<file path="src/rtl/demux1t2_64_stream.sv">
// ----------------------------------------------------------------------------
// demux1t2_64_stream
//
// Registered 1-to-2 demultiplexer for a valid/ready stream. Each input beat is
// steered to port 0 or port 1 by in_sel and lands in that port's one-entry
// output register. The two ports are independent: a stalled consumer only
// back-pressures beats addressed to its own port.
//
// Optional feature (macro DEMUX1T2_64_STREAM_COUNT_EN):
//   defined   - o0_count / o1_count count output transfers per port and
//               saturate at 2^CNT_W-1.
//   undefined - no counter registers; o0_count / o1_count are tied to zero.
//
// Ports:
//   clk       rising-edge clock
//   rst       synchronous active-high reset
//   in_valid  input beat present
//   in_data   input payload (WIDTH bits)
//   in_sel    destination of the current beat (0 -> port 0, 1 -> port 1)
//   in_ready  input beat accepted when high together with in_valid
//   o0_valid  port 0 holds a beat      o1_valid  port 1 holds a beat
//   o0_data   port 0 payload           o1_data   port 1 payload
//   o0_ready  port 0 consumer accepts  o1_ready  port 1 consumer accepts
//   o0_count  beats delivered on port 0 (optional feature)
//   o1_count  beats delivered on port 1 (optional feature)
// ----------------------------------------------------------------------------
module demux1t2_64_stream #(
    parameter int WIDTH = 64,
    parameter int CNT_W = 16
) (
    input  logic             clk,
    input  logic             rst,
    input  logic             in_valid,
    input  logic [WIDTH-1:0] in_data,
    input  logic             in_sel,
    output logic             in_ready,
    output logic             o0_valid,
    output logic [WIDTH-1:0] o0_data,
    input  logic             o0_ready,
    output logic             o1_valid,
    output logic [WIDTH-1:0] o1_data,
    input  logic             o1_ready,
    output logic [CNT_W-1:0] o0_count,
    output logic [CNT_W-1:0] o1_count
);

    localparam logic [0:0] ST_EMPTY = 1'b0;
    localparam logic [0:0] ST_FULL  = 1'b1;

    logic [0:0]       state_r [2];
    logic [WIDTH-1:0] data_r  [2];

    logic [1:0] full_s;
    logic [1:0] out_ready_s;
    logic [1:0] take_s;
    logic [1:0] drain_s;
    logic       in_take_s;

    // Handshake decode: in_ready looks only at the addressed port, so a stall
    // on the other port never blocks this beat. in_valid is deliberately not
    // an input to in_ready.
    always_comb begin
        full_s[0]      = (state_r[0] == ST_FULL);
        full_s[1]      = (state_r[1] == ST_FULL);
        out_ready_s[0] = o0_ready;
        out_ready_s[1] = o1_ready;
        if (in_sel) begin
            in_ready = ~full_s[1] | o1_ready;
        end else begin
            in_ready = ~full_s[0] | o0_ready;
        end
        in_take_s = in_valid & in_ready;
        take_s[0] = in_take_s & ~in_sel;
        take_s[1] = in_take_s & in_sel;
        drain_s   = full_s & out_ready_s;
    end

    // Per-port one-entry register FSM; a FULL port that drains and refills in
    // the same cycle stays FULL so back-to-back beats flow without a bubble.
    always_ff @(posedge clk) begin
        for (int p = 0; p < 2; p++) begin
            if (rst) begin
                state_r[p] <= ST_EMPTY;
                data_r[p]  <= {WIDTH{1'b0}};
            end else begin
                case (state_r[p])
                    ST_EMPTY: begin
                        if (take_s[p]) begin
                            state_r[p] <= ST_FULL;
                            data_r[p]  <= in_data;
                        end else begin
                            state_r[p] <= ST_EMPTY;
                        end
                    end
                    ST_FULL: begin
                        if (take_s[p]) begin
                            state_r[p] <= ST_FULL;
                            data_r[p]  <= in_data;
                        end else if (drain_s[p]) begin
                            state_r[p] <= ST_EMPTY;
                        end else begin
                            state_r[p] <= ST_FULL;
                        end
                    end
                    default: begin
                        state_r[p] <= ST_EMPTY;
                    end
                endcase
            end
        end
    end

    assign o0_valid = full_s[0];
    assign o1_valid = full_s[1];
    assign o0_data  = data_r[0];
    assign o1_data  = data_r[1];

`ifdef DEMUX1T2_64_STREAM_COUNT_EN
    logic [CNT_W-1:0] cnt_r [2];

    // Delivered-beat counters; they stick at all-ones instead of wrapping.
    always_ff @(posedge clk) begin
        for (int p = 0; p < 2; p++) begin
            if (rst) begin
                cnt_r[p] <= {CNT_W{1'b0}};
            end else if (drain_s[p] && !(&cnt_r[p])) begin
                cnt_r[p] <= cnt_r[p] + CNT_W'(1);
            end else begin
                cnt_r[p] <= cnt_r[p];
            end
        end
    end

    assign o0_count = cnt_r[0];
    assign o1_count = cnt_r[1];
`else
    assign o0_count = {CNT_W{1'b0}};
    assign o1_count = {CNT_W{1'b0}};
`endif

endmodule

</file>
<file path="config.mk">
export PLATFORM = sky130hd
export DESIGN_NAME = demux1t2_64_stream
export DESIGN_NICKNAME = d
export VERILOG_FILES = /design/src/rtl/demux1t2_64_stream.sv
export SDC_FILE = /design/constraint.sdc
export NUM_CORES = 1
export LEC_CHECK = 0
export CAP_MARGIN = 0
export CORE_MARGIN = 5
export CORE_UTILIZATION = 35
export CTS_BUF_LIST = sky130_fd_sc_hd__clkbuf_16
export DETAILED_ROUTE_END_ITERATION = 10
export PLACE_DENSITY = 0.66
export SYNTH_ARGS = -nofsm -noshare
export SYNTH_HDL_FRONTEND = slang
export SYNTH_SLANG_ARGS = --single-unit
</file>
<file path="constraint.sdc">
create_clock -name clk -period 15.4 [get_ports clk]
set_input_delay 3.08 -clock clk [delete_from_list [all_inputs] [get_ports clk]]
set_output_delay 3.08 -clock clk [all_outputs]
set_load 0.01 [all_outputs]
</file>
==> impl_metrics.toml <==
[run_status]
status = "finished clean"

[global_routing]
antenna_found_initial = 1
grt_use_total_pct = 14.98
grt_max_degree = 69
grt_overflow = 0
grt_pass1_vias = 4173
grt_pass1_wl_mm = 23.11

[setup_path]
slowest_delay_ps = 600
path_class = "primary input to output pin"
cp_cell_sequence = "clkdlybuf4s50_1 > mux2i_1 > clkdlybuf4s50_1"
start_kind = "primary input"
worst_path_dominant_cell_family = "buffers and inverters"
crit_path_max_fanout = 3
slowest_stage = "clkdlybuf4s50_1"
r2r-start = "state_r[1]"
worstPathArrival_ps = 4480
end_kind = "output pin"
critPathBufInv = 2
cp_common_cell = "clkdlybuf4s50_1"
crit_required_ps = 12320
startpoint = "in_sel"

[yosys]
yosysWarnings = 0
synth-xor-area-share_pct = 0
netlist.area_leader.share_pct = 64.00
synth_area_leader_cell = "edfxtp_1"
synth-simple-area-share_pct = 27.12
ys_ff_latch = 130
synth_area_leaders = "edfxtp_1, nor3_2, buf_4, nand2b_4, nand2b_1"
synth_mux_area_share_pct = 0.1641
synth_top_family_by_area = "simple AND/OR/NAND/NOR gates"
syn_inst = 402
ys_seq_area_share_pct = 64.00
synthAdderAreaFrac_pct = 0
synth_cell_types = 15
syn_area_mm2 = 0.006100
synth-compound-area-share_pct = 0.4103
syn_area_per_cell_um2 = 15.17

[clock_tree]
clk-insertion-delay-late_ps = 410
clock_path_buffers = 2
path_clk_slew_ps = 60
clock-root-buffer = "clkbuf_16"
cts_tree = "yes"
cts_made_buffers = 17
hold_buffers = 0
cts_setup_buffers = 0
htree_levels = 4
cts.sinks = 130
cts_resized = 0

[final_layout]
drive_gt1_share_pct = 23.27
antenna_cells = 0
layoutNonFillerInstCount = 831
syn_to_final_growth_pct = 42.36
final_nets = 663

[pwr]
ir_worst_vdd_v = 0.00007290
power_density_mw_per_mm2 = 110.7
p_leak_nw = 3.080

[min_path]
hp-start = "state_r[0]"
min_path_type = "register to register"

[placement]
place.gp.congestion = 0.7522
dp_hpwl_mm = 9.473
port_buffers = 200
place_inst = 799

[floorplanning]
die_y_um = 142.0
die_area_mm2 = 0.02017
die_w_um = 142.0
num_rows = 48
core-area_mm2 = 0.01718
ios = 233
start_util_pct = 35.51

[sta]
relSlewSlack_pct = 29.80
drv_slew = 0
fin_crit_ps = 7556
max_freq_mhz = 132.3
worst_pin_slew_ps = 1053
finClkSkew_ps = 10.24
finalHoldViolations = 0
finalCritPeriodShare_pct = 49.06
rsz0062_at_grt = "no"
setup-violations-final = 0
fin_tns_setup_ps = 0

[routing]
drtPass1Iterations = 4
wire_per_inst_um = 18.03
wl_mm = 14.98
drtIter0Drc = 203
vias_per_cell = 4.611
drc = 0
num_vias = 3832
drtAntennaViolNets = 0

[run]
cap_violations = 0
==> cell usage in the layout (no fill, tap or decap), drive strengths merged <==
cell type and count:
clkdlybuf4s50 199, buf 8, nand2 1, nand2b 67
clkbuf 17, nor2b 2, inv 4, conb 34
clkinv 5, clkinvlp 2, mux2i 1, bufinv 4
nor3 128, edfxtp 130, a21oi 2, o21bai 2
==> final cells by class <==
type / count / area (um2)
sequential: 130 / 3904
fill: 1497 / 8493
timing repair buffer: 207 / 2049
clock inverter: 15 / 176.4
tap: 225 / 281.5
clock buffer: 17 / 425.4
multi-input combinational: 237 / 1847
==> registers in the layout, indices dropped and copies added (netlist names) <==
register / flops
state_r: 2
data_r: 128
==> final timing paths <==
check	cells after the start	slack, ps	endpoint
setup / recovery	3	7840	in_ready
hold / removal	2	690	state_r[0]
setup reg to reg	4	12830	data_r[1][47]
hold reg to reg	2	690	state_r[0]
==> logic make-up after synthesis <==
logic type	Yosys count
buffers and inverters	67
muxes	1
other	2
DFF	130
and+or+nand+nor	198
AOI/OAI and AO/OA	4
==> tightest hold or removal path, delay by kind of cell, from the launching register on <==
kind | cells | cell delay, ps
and+or+nand+nor | 1 | 70
DFF | 1 | 390
AOI/OAI and AO/OA | 1 | 110
==> stage by stage <==
step                instance area (um2)  hold slack (ps)  utilization, %  total power, W  worst slack (ps)
floorplan                          6220            673.0               -       0.0004942              8436
global placement                   8082            661.7           47.05       0.0005587              7851
detailed placement                 8082            683.5           47.05       0.0005599              7836
CTS                                8683            697.7           50.55       0.0009713              7827
global route                       8683            735.4           50.55       0.0009961              7753
finish                             8683            689.1           50.55       0.0009609              7844
==> cell usage after synthesis <==
cell type and instances:
mux2i_1 1, nand2b_4 21, conb_1 2, a21oi_1 2, o21bai_1 2, nor2b_4 2, clkbuf_1 9, buf_6 10
buf_2 3, nand2b_1 46, nor3_1 47, buf_4 45, edfxtp_1 130, nand2_1 1, nor3_2 81
==> metal layers <==
layer	global-route usage, %	part of all wire (%)	vias up
met4	6.970	2.7	2
met3	4.402	7.8	30
met2	25.19	50	181
met1	17.69	39	1846
li1	-	-	1773
met5	0	0.11	-
==> power by group <==
group / total, W / switching, W / leakage (nW) / internal, W
combinational: 0.000129 / 0.0000649 / 1.40 / 0.0000640
clock: 0.000410 / 0.000143 / 0.303 / 0.000267
sequential: 0.000422 / 0.00000788 / 1.38 / 0.000414
total: 0.000961 / 0.000216 / 3.08 / 0.000745
(Power assumes the default switching activity.)
